### src/rtl/nx_fifo_rd_stage_pkg.sv
// Shared types for the FIFO read stage: occupancy encoding and buffer depth.
package nx_fifo_rd_stage_pkg;

    localparam int BUF_DEPTH = 2;

    typedef enum logic [1:0] {
        OCC_EMPTY = 2'd0,
        OCC_ONE   = 2'd1,
        OCC_TWO   = 2'd2
    } occ_e;

endpackage

### src/rtl/nx_fifo_rd_stage.sv
// Show-ahead FIFO pop interface to registered valid/ready stream via a 2-entry buffer.
// Latency: FIFO head word appears on out_data one cycle after it is popped.
// Backpressure: fifo_ren depends only on registered occupancy; out_valid/out_data hold until accepted.
module nx_fifo_rd_stage #(
    parameter int WIDTH      = 64,
    parameter int CNT_W      = 32,
    parameter bit DATA_RESET = 1'b1
) (
    input  logic             clk,
    input  logic             rst,
    input  logic             fifo_empty,
    input  logic [WIDTH-1:0] fifo_rdata,
    output logic             fifo_ren,
    input  logic             flush,
    output logic             out_valid,
    output logic [WIDTH-1:0] out_data,
    input  logic             out_ready,
    output logic [1:0]       occupancy,
    output logic [CNT_W-1:0] word_cnt
);
    import nx_fifo_rd_stage_pkg::*;

    occ_e             occ_q;
    occ_e             occ_d;
    logic             push;
    logic             pop;
    logic             wr_idx_q;
    logic             rd_idx_q;
    logic [WIDTH-1:0] mem_q [BUF_DEPTH];
    logic [CNT_W-1:0] word_cnt_q;

    // Occupancy state register
    always_ff @(posedge clk) begin
        if (rst) begin
            occ_q <= OCC_EMPTY;
        end else begin
            occ_q <= occ_d;
        end
    end

    // Occupancy next state: occ + push - pop, flush empties the buffer
    always_comb begin
        occ_d = occ_q;
        unique case (occ_q)
            OCC_EMPTY: begin
                if (push) occ_d = OCC_ONE;
            end
            OCC_ONE: begin
                if (push && !pop)      occ_d = OCC_TWO;
                else if (pop && !push) occ_d = OCC_EMPTY;
            end
            OCC_TWO: begin
                if (pop) occ_d = OCC_ONE;
            end
            default: occ_d = OCC_EMPTY;
        endcase
        if (flush) occ_d = OCC_EMPTY;
    end

    // Outputs decoded from registered occupancy only; out_ready never reaches fifo_ren
    always_comb begin
        out_valid = (occ_q != OCC_EMPTY);
        fifo_ren  = !rst && !flush && !fifo_empty && (occ_q != OCC_TWO);
    end

    assign push = fifo_ren;
    assign pop  = out_valid && out_ready;

    always_ff @(posedge clk) begin
        if (rst || flush) begin
            wr_idx_q <= 1'b0;
            rd_idx_q <= 1'b0;
        end else begin
            if (push) wr_idx_q <= !wr_idx_q;
            if (pop)  rd_idx_q <= !rd_idx_q;
        end
    end

    always_ff @(posedge clk) begin
        if (push) mem_q[wr_idx_q] <= fifo_rdata;
    end

    // A transfer on the flush cycle still counts as delivered
    always_ff @(posedge clk) begin
        if (rst) begin
            word_cnt_q <= '0;
        end else if (pop) begin
            word_cnt_q <= word_cnt_q + CNT_W'(1);
        end
    end

    assign out_data  = (DATA_RESET && !out_valid) ? '0 : mem_q[rd_idx_q];
    assign occupancy = occ_q;
    assign word_cnt  = word_cnt_q;

    a_no_pop_when_empty: assert property (@(posedge clk) disable iff (rst)
        !(pop && (occ_q == OCC_EMPTY)))
        else $error("nx_fifo_rd_stage: pop with occupancy 0");

    a_no_ren_when_fifo_empty: assert property (@(posedge clk)
        !(fifo_ren && fifo_empty))
        else $error("nx_fifo_rd_stage: fifo_ren asserted while fifo_empty");

endmodule

### config.mk
export PLATFORM = sky130hd
export DESIGN_NAME = nx_fifo_rd_stage
export DESIGN_NICKNAME = d
export VERILOG_FILES = /design/src/rtl/nx_fifo_rd_stage_pkg.sv /design/src/rtl/nx_fifo_rd_stage.sv
export SDC_FILE = /design/constraint.sdc
export NUM_CORES = 1
export LEC_CHECK = 0
export BUFFER_PORTS_ARGS = -buffer_cell sky130_fd_sc_hd__clkbuf_2
export CAP_MARGIN = 20
export CORE_AREA = 4 4 127 129
export DETAILED_ROUTE_END_ITERATION = 8
export DIE_AREA = 0 0 131 133
export PLACE_DENSITY = 0.68
export SKIP_LAST_GASP = 1
export SYNTH_ARGS = -nofsm -noshare
export SYNTH_HDL_FRONTEND = slang
export SYNTH_SLANG_ARGS = --single-unit
### constraint.sdc
create_clock -name clk -period 8.7 [get_ports clk]
set_input_delay 0.87 -clock clk [delete_from_list [all_inputs] [get_ports clk]]
set_output_delay 0.87 -clock clk [all_outputs]
set_load 0.1 [all_outputs]
==> results of run 1 <==
==> registers in the layout, summed over array words and instances, names as in the netlist, named ones only <==
signal and flops:
mem_q 128, word_cnt 32, occupancy 2, rd_idx_q 1
wr_idx_q 1
==> tightest hold or removal path: stages (launching register included) <==
cell	delay [ps]
dfxtp_1	320
xnor2_1	80
nor2_1	80
==> routing by layer <==
layer | GRT usage [%] | part of all wire, % | vias to the layer above
met3 | 4.885 | 7.7 | 17
met1 | 18.99 | 42 | 2087
met4 | 5.886 | 1.9 | 0
met2 | 24.97 | 48 | 149
met5 | 0 | 0 | -
li1 | - | - | 2079
==> where the power goes <==
| group | internal [W] | switching [W] | leakage [nW] |
|---|---|---|---|
| Clock | 0.000388 | 0.000290 | 0.258 |
| Combinational | 0.0000302 | 0.000125 | 1.34 |
| Sequential | 0.000861 | 0.00000445 | 1.46 |
==> path summary, 6_finish.rpt <==
| path | to | from | slack (ps) |
|---|---|---|---|
| setup / recovery | fifo_ren | rst | 5250 |
| hold / removal | rd_idx_q | rd_idx_q | 520 |
| setup reg to reg | word_cnt[26] | occupancy[0] | 6260 |
| hold reg to reg | rd_idx_q | rd_idx_q | 520 |
==> cell type report <==
cell class	instances	area, sq um	share of cell area [%]
Clock buffer	17	425.4	5.192
Clock inverter	15	112.6	1.374
Inverter	5	18.77	0.2290
Multi-Input combinational cell	284	1923	23.47
Sequential cell	165	4588	55.99
Tap cell	188	235.2	2.871
Timing Repair Buffer	172	890.9	10.87
==> cell families (layout without fill, tap and decap cells) <==
family	count (synthesis)	count (layout)	synth area share, %
AND/OR/NAND/NOR	170	170	13.12
XOR/XNOR	12	12	1.588
buffers and inverters	28	209	1.872
multiplexers	77	77	11.88
AO/OA/AOI/OAI	24	24	2.061
adder cells (fa/ha/maj)	1	1	0.1891
flip-flops	165	165	69.29
==> cells in the mapped netlist, types with 2 or more instances <==
library cell | number | area share, %
edfxtp_1 | 128 | 58
nor2_1 | 92 | 5.2
mux2i_1 | 65 | 9.8
dfxtp_1 | 37 | 11
a21oi_1 | 12 | 0.91
nor2b_1 | 12 | 1.1
clkbuf_1 | 10 | 0.57
nand2_1 | 10 | 0.57
buf_2 | 9 | 0.68
nand3_1 | 8 | 0.61
nand4_1 | 8 | 0.76
mux2_2 | 7 | 1.2
xor2_1 | 7 | 0.93
nor3_1 | 6 | 0.45
o21ai_0 | 6 | 0.45
or3_1 | 6 | 0.57
inv_1 | 5 | 0.28
mux2_1 | 5 | 0.85
xnor2_1 | 5 | 0.66
and3_1 | 4 | 0.38
and4_1 | 4 | 0.53
nor4_1 | 4 | 0.38
o31ai_1 | 4 | 0.45
or4_1 | 4 | 0.45
buf_1 | 3 | 0.17
and2_1 | 2 | 0.19
and4_4 | 2 | 0.34
nor4_2 | 2 | 0.38
==> metrics by stage <==
step                cells  util (%)  power [W]  cell area, sq um  worst slack (ps)
finish                846     54.51   0.001698              8194              5249
global route          846     54.51   0.001758              8194              5125
CTS                   845     54.32   0.001720              8167              5259
detailed placement    813     50.74   0.001038              7629              5262
global placement      813     50.74   0.001035              7629              5308
floorplan             477         -  0.0009997              6616             691.7
==> out/qor.txt, run 1 <==
Worst EP required = 7830 ps
crit-path max cell delay = 520 ps
Ports = 169
CTS tree = done
critical path class = primary input to output port
Core Area = 15030 sq um
initial antenna violation count = 0
via density per instance = 5.121
Synth cell types = 38
cells on worst reg2reg path = 4
DR iter-0 viols = 223
Startpoint Class = primary input
CTS Root Cell = clkbuf_16
ant diodes = 0
Overflow after GRT = 0
vias in the first global route = 4274
CP bufs+invs = 2
synth warn = 0
relative slew slack = 42.46%
share of cells above drive strength 1 = 33.13%
Worst Path Max Fanout = 44
post_cts resized = 0
commonest non-fill, non-tap cell in the layout = clkbuf_2
cts hold-fix bufs = 0
first-pass GRT wire length = 20730 um
drt first pass iters = 4
wire per inst = 15.94 um
crit share post-route = 39.67%
row cnt = 45
max_cap viols = 0
clk sinks = 165
power per standard cell area = 207.2 nW/um^2
GRT Util Overall = 15.36%
final net count = 715
CP max-delay cell = clkbuf_2
min Tclk post-route = 3451 ps
DP Wirelength = 8788 um
Cell Area, Synth = 6616 sq um
async set-or-reset flop fraction in the synthesized netlist = 0%
most frequent cells in the layout = 168 x clkbuf_2, 128 x edfxtp_1, 91 x nor2_1
Fmax = 0.2898 GHz
cell family with most CP delay = buffers and inverters
setup TNS = 0 ps
post-CTS setup buffers = 0
Cell Chain, Critical Path = clkbuf_2 > or2_1 > nor3_2 > clkbuf_2
Syn Inst Count = 477
EDFF count, synth = 128
worst hold path cell count = 2
prevailing post-synth register cell = edfxtp_1
unrepaired setup endpoints after global routing = no
outcome = completed
Worst Path Arrival = 2580 ps
LEAKAGE = 3.062 nW
Port Buffers = 168
Area Growth Syn to Fin = 23.85%
Fin. Hold Viols = 0
CTS buffer count = 17
Die Width = 131 um
antenna-violating nets left = 0
Worst VDD drop = 124.1 uV
Yosys reg bits = 165
final WL = 13490 um
Clock Latency Late Sink = 420 ps
Setup crit end kind = output port
die area = 17420 sq um
CTS max path bufs = 2
largest net degree at the start of global routing = 66
HP Class = flop to flop
Initial Util = 44.01%
critical path depth = 4
syn nets = 547
worst-margin pin slew = 863.1 ps
via count = 4332
H-tree Lvls = 4
RePlAce Congestion = 0.7887
chip height = 133 um
Final Slew Violations = 0
Worst Skew = 7.255 ps
post-synthesis sequential area ratio = 69.29%
number of fillers in the final layout = 1266
syn avg cell area = 13.87 sq um
hold slack = 518.2 ps
DRC = 0
Clock Pin Slew Worst Setup and Hold Paths = 60 ps
final setup violation count = 0
most used cell, CP = clkbuf_2
No activity file was read; power rests on OpenSTA's default activity.
==> run 2, diff against run 1 <==
- ABC_AREA: default -> 1
- CORE_AREA: 4 4 127 129 -> 4 4 129 131
- DIE_AREA: 0 0 131 133 -> 0 0 133 135
- clock period: 8.7 -> 3.62 ns (I/O delays scaled with it)
==> out/qor.txt, run 2 <==
outcome = completed
Ports = 169
post-synthesis adder-cell area fraction = 0.1828%
largest net degree at the start of global routing = 65
Biggest register = mem_q
R2R Setup Slk = 1840 ps
unrepaired setup endpoints after global routing = no
EDFF count, synth = 128
Yosys reg bits = 165
Port Buffers = 168
Setup crit end kind = output port
Clock Pin Slew Worst Setup and Hold Paths = 70 ps
HP Class = primary input to flop
Worst Path Arrival = 2230 ps
final WL = 15670 um
Worst EP required = 3260 ps
DP Area = 7946 sq um
Worst Path Max Fanout = 24
Fin. Hold Viols = 0
CTS tree = done
top-area cell type share of the netlist area = 56.15%
number of fillers in the final layout = 1384
H-tree Lvls = 4
CP bufs+invs = 2
DR iter-0 viols = 329
crit-path max cell delay = 570 ps
wire per inst = 14.85 um
row cnt = 46
post_cts resized = 0
cts hold-fix bufs = 0
worst hold path cell count = 1
Worst VDD drop = 274.8 uV
Die Width = 133 um
Startpoint Class = flop
final net count = 895
power per standard cell area = 490.0 nW/um^2
Fmax = 0.3856 GHz
max_cap viols = 0
Synth area leaders = edfxtp_1 56%, dfxtp_1 11%, nand2_1 11%
DRC = 0
DP Worst Slack = 1423 ps
Overflow after GRT = 0
GRT Util Overall = 17.56%
via count = 5158
largest area contributor in the netlist = edfxtp_1
async set-or-reset flop fraction in the synthesized netlist = 0%
max reg flops = 128
worst reg2reg endpoint = mem_q[1][26]
xor-xnor portion of the synthesized cell area = 0.3838%
cell family with most CP delay = buffers and inverters
DP Wirelength = 10710 um
Cell Area, Synth = 6845 sq um
antenna-violating nets left = 0
Final Slew Violations = 0
Cell Chain, Critical Path = nor2_4 > buf_4 > a21oi_1 > clkbuf_2
Initial Util = 43.89%
via density per instance = 4.889
worst-margin pin slew = 829.2 ps
Synth cell types = 32
syn nets = 727
vias in the first global route = 4948
RePlAce Congestion = 0.8304
Design Area, Final = 8519 sq um
CP max-delay cell = nor2_4
chip height = 135 um
post-CTS setup buffers = 0
multiplexer share of the synthesized area = 0%
Worst Skew = 8.453 ps
critical path depth = 4
drt first pass iters = 5
clk sinks = 165
Critical path destination = out_data[22]
initial antenna violation count = 4
Clock Latency Late Sink = 410 ps
crit path launch = occupancy[0]
fraction of the mapped netlist area in simple logic gates = 21.20%
commonest non-fill, non-tap cell in the layout = nand2_1
critical path class = flop to output port
CTS Root Cell = clkbuf_16
CTS max path bufs = 2
Final Worst Setup Slack = 1026 ps
crit share post-route = 71.65%
CTS buffer count = 17
LEAKAGE = 3.449 nW
setup TNS = 0 ps
prevailing post-synth register cell = edfxtp_1
first-pass GRT wire length = 24770 um
most frequent cells in the layout = 196 x nand2_1, 168 x clkbuf_2, 128 x edfxtp_1
relative slew slack = 44.66%
main combinational cell family by area after synthesis = simple AND/OR/NAND/NOR gates
Syn Inst Count = 657
cells on worst reg2reg path = 5
worst flop-to-flop path startpoint = occupancy[0]
Core Area = 15600 sq um
syn avg cell area = 10.42 sq um
die area = 17960 sq um
synth warn = 0
share of cells above drive strength 1 = 28.28%
final setup violation count = 0
min Tclk post-route = 2594 ps
post-synthesis sequential area ratio = 66.97%
most numerous cell in the Yosys netlist = nand2_1
Area Growth Syn to Fin = 24.46%
top cells by count, synth = 196 x nand2_1, 128 x edfxtp_1, 80 x a21oi_1
compound-gate portion of the synthesized area = 7.110%
run 2: cell count changes after synthesis, sizes merged, moves of 18 or more:
cell   previous run  this run
inv               5        48
nand2            11       199
mux2i            65         0
nand3             8        30
a21oi            12        80
nor2             92        74
run 2: layer usage:
metal,wire (um),vias to the layer above,track usage [%]
li1,-,2551,-
met1,6697,2397,21.96
met2,7398,185,28.67
met3,1371,19,6.893
met4,175,6,4.619
met5,28,-,0
run 2: stage by stage:
step | hold slack [ps] | util, % | std cells | power, W
final | 132.1 | 54.62 | 1055 | 0.004174
after global placement | 438.2 | 50.95 | 1022 | 0.002486
after global routing | 105.9 | 54.62 | 1055 | 0.004325
after floorplan | 425.5 | - | 657 | 0.002389
after CTS | 110.9 | 54.60 | 1054 | 0.004218
after detailed placement | 442.5 | 50.95 | 1022 | 0.002489
run 2: kinds of logic after synthesis:
logic type | Yosys count
AND/OR/NAND/NOR | 319
flip-flops | 165
XOR/XNOR | 3
AO/OA/AOI/OAI | 95
buffers and inverters | 74
adder cells (fa/ha/maj) | 1
run 2: how the worst min path moves through the flow:
stage / to / slack, ps / startpoint
finish: mem_q[1][58] / 130 / fifo_rdata[58]
CTS: mem_q[1][58] / 110 / fifo_rdata[58]
detailed placement: rd_idx_q / 440 / rd_idx_q
global route: mem_q[1][27] / 110 / fifo_rdata[27]
global placement: rd_idx_q / 440 / rd_idx_q
floorplan: flop / 430 / rd_idx_q
run 2: area by class of cell:
cell class | count | area [sq um] | area share [%]
antenna | 1 | 2.502 | 0.02937
clock buffer | 18 | 429.2 | 5.037
clock inverter | 14 | 141.4 | 1.660
inverter | 48 | 180.2 | 2.115
multi-input combinational | 418 | 1992 | 23.38
sequential | 165 | 4586 | 53.83
tap | 216 | 270.3 | 3.172
timing repair buffer | 175 | 918.4 | 10.78
run 2: report_power, final:
| part | switching [W] | total (W) | internal, W |
|---|---|---|---|
| combinational | 0.000302 | 0.000369 | 0.0000671 |
| sequential | 0.00000823 | 0.00208 | 0.00207 |
| clock | 0.000760 | 0.00173 | 0.000969 |
==> run 3, diff against run 2 <==
- ABC_AREA: 1 -> 0
- CORE_AREA: 4 4 129 131 -> 4 4 127 129
- DIE_AREA: 0 0 133 135 -> 0 0 131 133
- PLACE_DENSITY: 0.68 -> 0.71
- clock period: 3.62 -> 2.18 ns (I/O delays scaled with it)
==> out/qor.txt, run 3 (synthesized netlist as in run 1, its figures left out) <==
outcome = completed
Clock power frac = 40.5%
crit share post-route = 95.79%
Worst VDD drop = 421.1 uV
final WL = 15240 um
unrepaired setup endpoints after global routing = no
DP Wirelength = 10420 um
power per standard cell area = 729.5 nW/um^2
final setup violation count = 0
Port Buffers = 168
clk sinks = 165
CTS buffer count = 17
hold slack = 30.19 ps
DR iter-0 viols = 174
Cell Chain, Critical Path = buf_4 > mux2i_1 > nor2_4 > clkbuf_2
Worst Path Max Fanout = 13
die area = 17420 sq um
Sequential Power Share = 47.2%
Initial Util = 44.01%
HP Class = primary input to flop
worst-margin pin slew = 582.0 ps
relative slew slack = 61.36%
Logic pwr share = 12.3%
Fin. Hold Viols = 0
Pint = 0.005466 W
row cnt = 45
Switch Pwr = 0.001847 W
vias in the first global route = 4740
drt first pass iters = 5
CP bufs+invs = 2
number of fillers in the final layout = 1039
placed cells = 824
CP max-delay cell = dfxtp_4
Worst Skew = 7.534 ps
Core Area = 15030 sq um
Worst EP required = 1960 ps
Biggest register = mem_q
cell family with most CP delay = buffers and inverters
wire per inst = 16.58 um
Fmax = 0.4789 GHz
Area Growth Syn to Fin = 51.49%
max reg flops = 128
antenna-violating nets left = 0
Worst Path Arrival = 1870 ps
CTS tree = done
Clock Latency Late Sink = 420 ps
CTS max path bufs = 2
most frequent cells in the layout = 128 x edfxtp_1, 122 x clkbuf_2, 64 x mux2i_1
first-pass GRT wire length = 24170 um
Setup crit end kind = output port
largest net degree at the start of global routing = 65
Clock Pin Slew Worst Setup and Hold Paths = 60 ps
max_cap viols = 0
RePlAce Congestion = 0.8085
Overflow after GRT = 0
LEAKAGE = 3.589 nW
Finished Layout Cells = 919
min Tclk post-route = 2088 ps
Startpoint Class = flop
crit-path max cell delay = 520 ps
via density per instance = 5.022
critical path class = flop to output port
Final Slew Violations = 0
share of cells above drive strength 1 = 44.46%
commonest non-fill, non-tap cell in the layout = edfxtp_1
ant diodes = 0
chip height = 133 um
H-tree Lvls = 4
Ports = 169
Design Area, Final = 10020 sq um
GRT Util Overall = 17.84%
final net count = 788
via count = 4615
initial antenna violation count = 0
CTS Root Cell = clkbuf_16
Die Width = 131 um
Sw Share = 25.25%
post-CTS setup buffers = 0
DRC = 0
DP Area = 8795 sq um
==> run 3: worst paths after layout <==
| kind | startpoint | endpoint | slack [ps] | cells after the start |
|---|---|---|---|---|
| setup / recovery | flop | out_data[31] | 90 | 4 |
| setup reg to reg | word_cnt[0] | word_cnt[22] | 370 | 6 |
| hold / removal | out_ready | occupancy[1] | 30 | 2 |
| hold reg to reg | word_cnt[20] | word_cnt[20] | 500 | 2 |
==> run 3: final cells by class <==
class	count	area [sq um]	share of cell area [%]
clock inverter	15	168.9	1.685
multi-input combinational	284	2206	22.01
inverter	5	22.52	0.2247
clock buffer	17	425.4	4.244
tap	188	235.2	2.347
timing repair buffer	245	2342	23.37
sequential	165	4623	46.12
==> run 3: timing repair <==
| action | in CTS | in global routing |
|---|---|---|
| gates resized for setup | 0 | 1 |
| endpoints found under the setup margin | 0 | 1 |
| hold endpoints to repair | 122 | 4 |
| hold buffers | 61 | 2 |
==> run 3: power by group through the flow <==
stage,combinational [W],sequential [W],clock [W]
final,0.000899,0.00345,0.00296
after global routing,0.000938,0.00345,0.00319
after detailed placement,0.000807,0.00352,0
after floorplan,0.000504,0.00353,0
after global placement,0.000795,0.00351,0
after CTS,0.000901,0.00345,0.00302
==> run 3: routing by layer <==
metal | wire length (um) | vias up | GRT usage, % | share of wire, %
met5 | 0 | - | 0 | 0
met3 | 989 | 11 | 5.410 | 6.5
met4 | 155 | 0 | 4.800 | 1.0
met2 | 7639 | 142 | 29.29 | 50
li1 | - | 2239 | - | -
met1 | 6454 | 2223 | 22.90 | 42
==> run 3: per-stage QoR <==
stage / worst slack (ps) / utilization [%] / TNS, ps / power [W]
floorplan: -1064 / - / -100420 / 0.004034
global placement: 318.8 / 58.50 / 0 / 0.004308
detailed placement: 284.9 / 58.50 / 0 / 0.004324
CTS: 58.62 / 66.52 / 0 / 0.007373
global route: 9.626 / 66.68 / 0 / 0.007576
finish: 91.75 / 66.68 / 0 / 0.007312
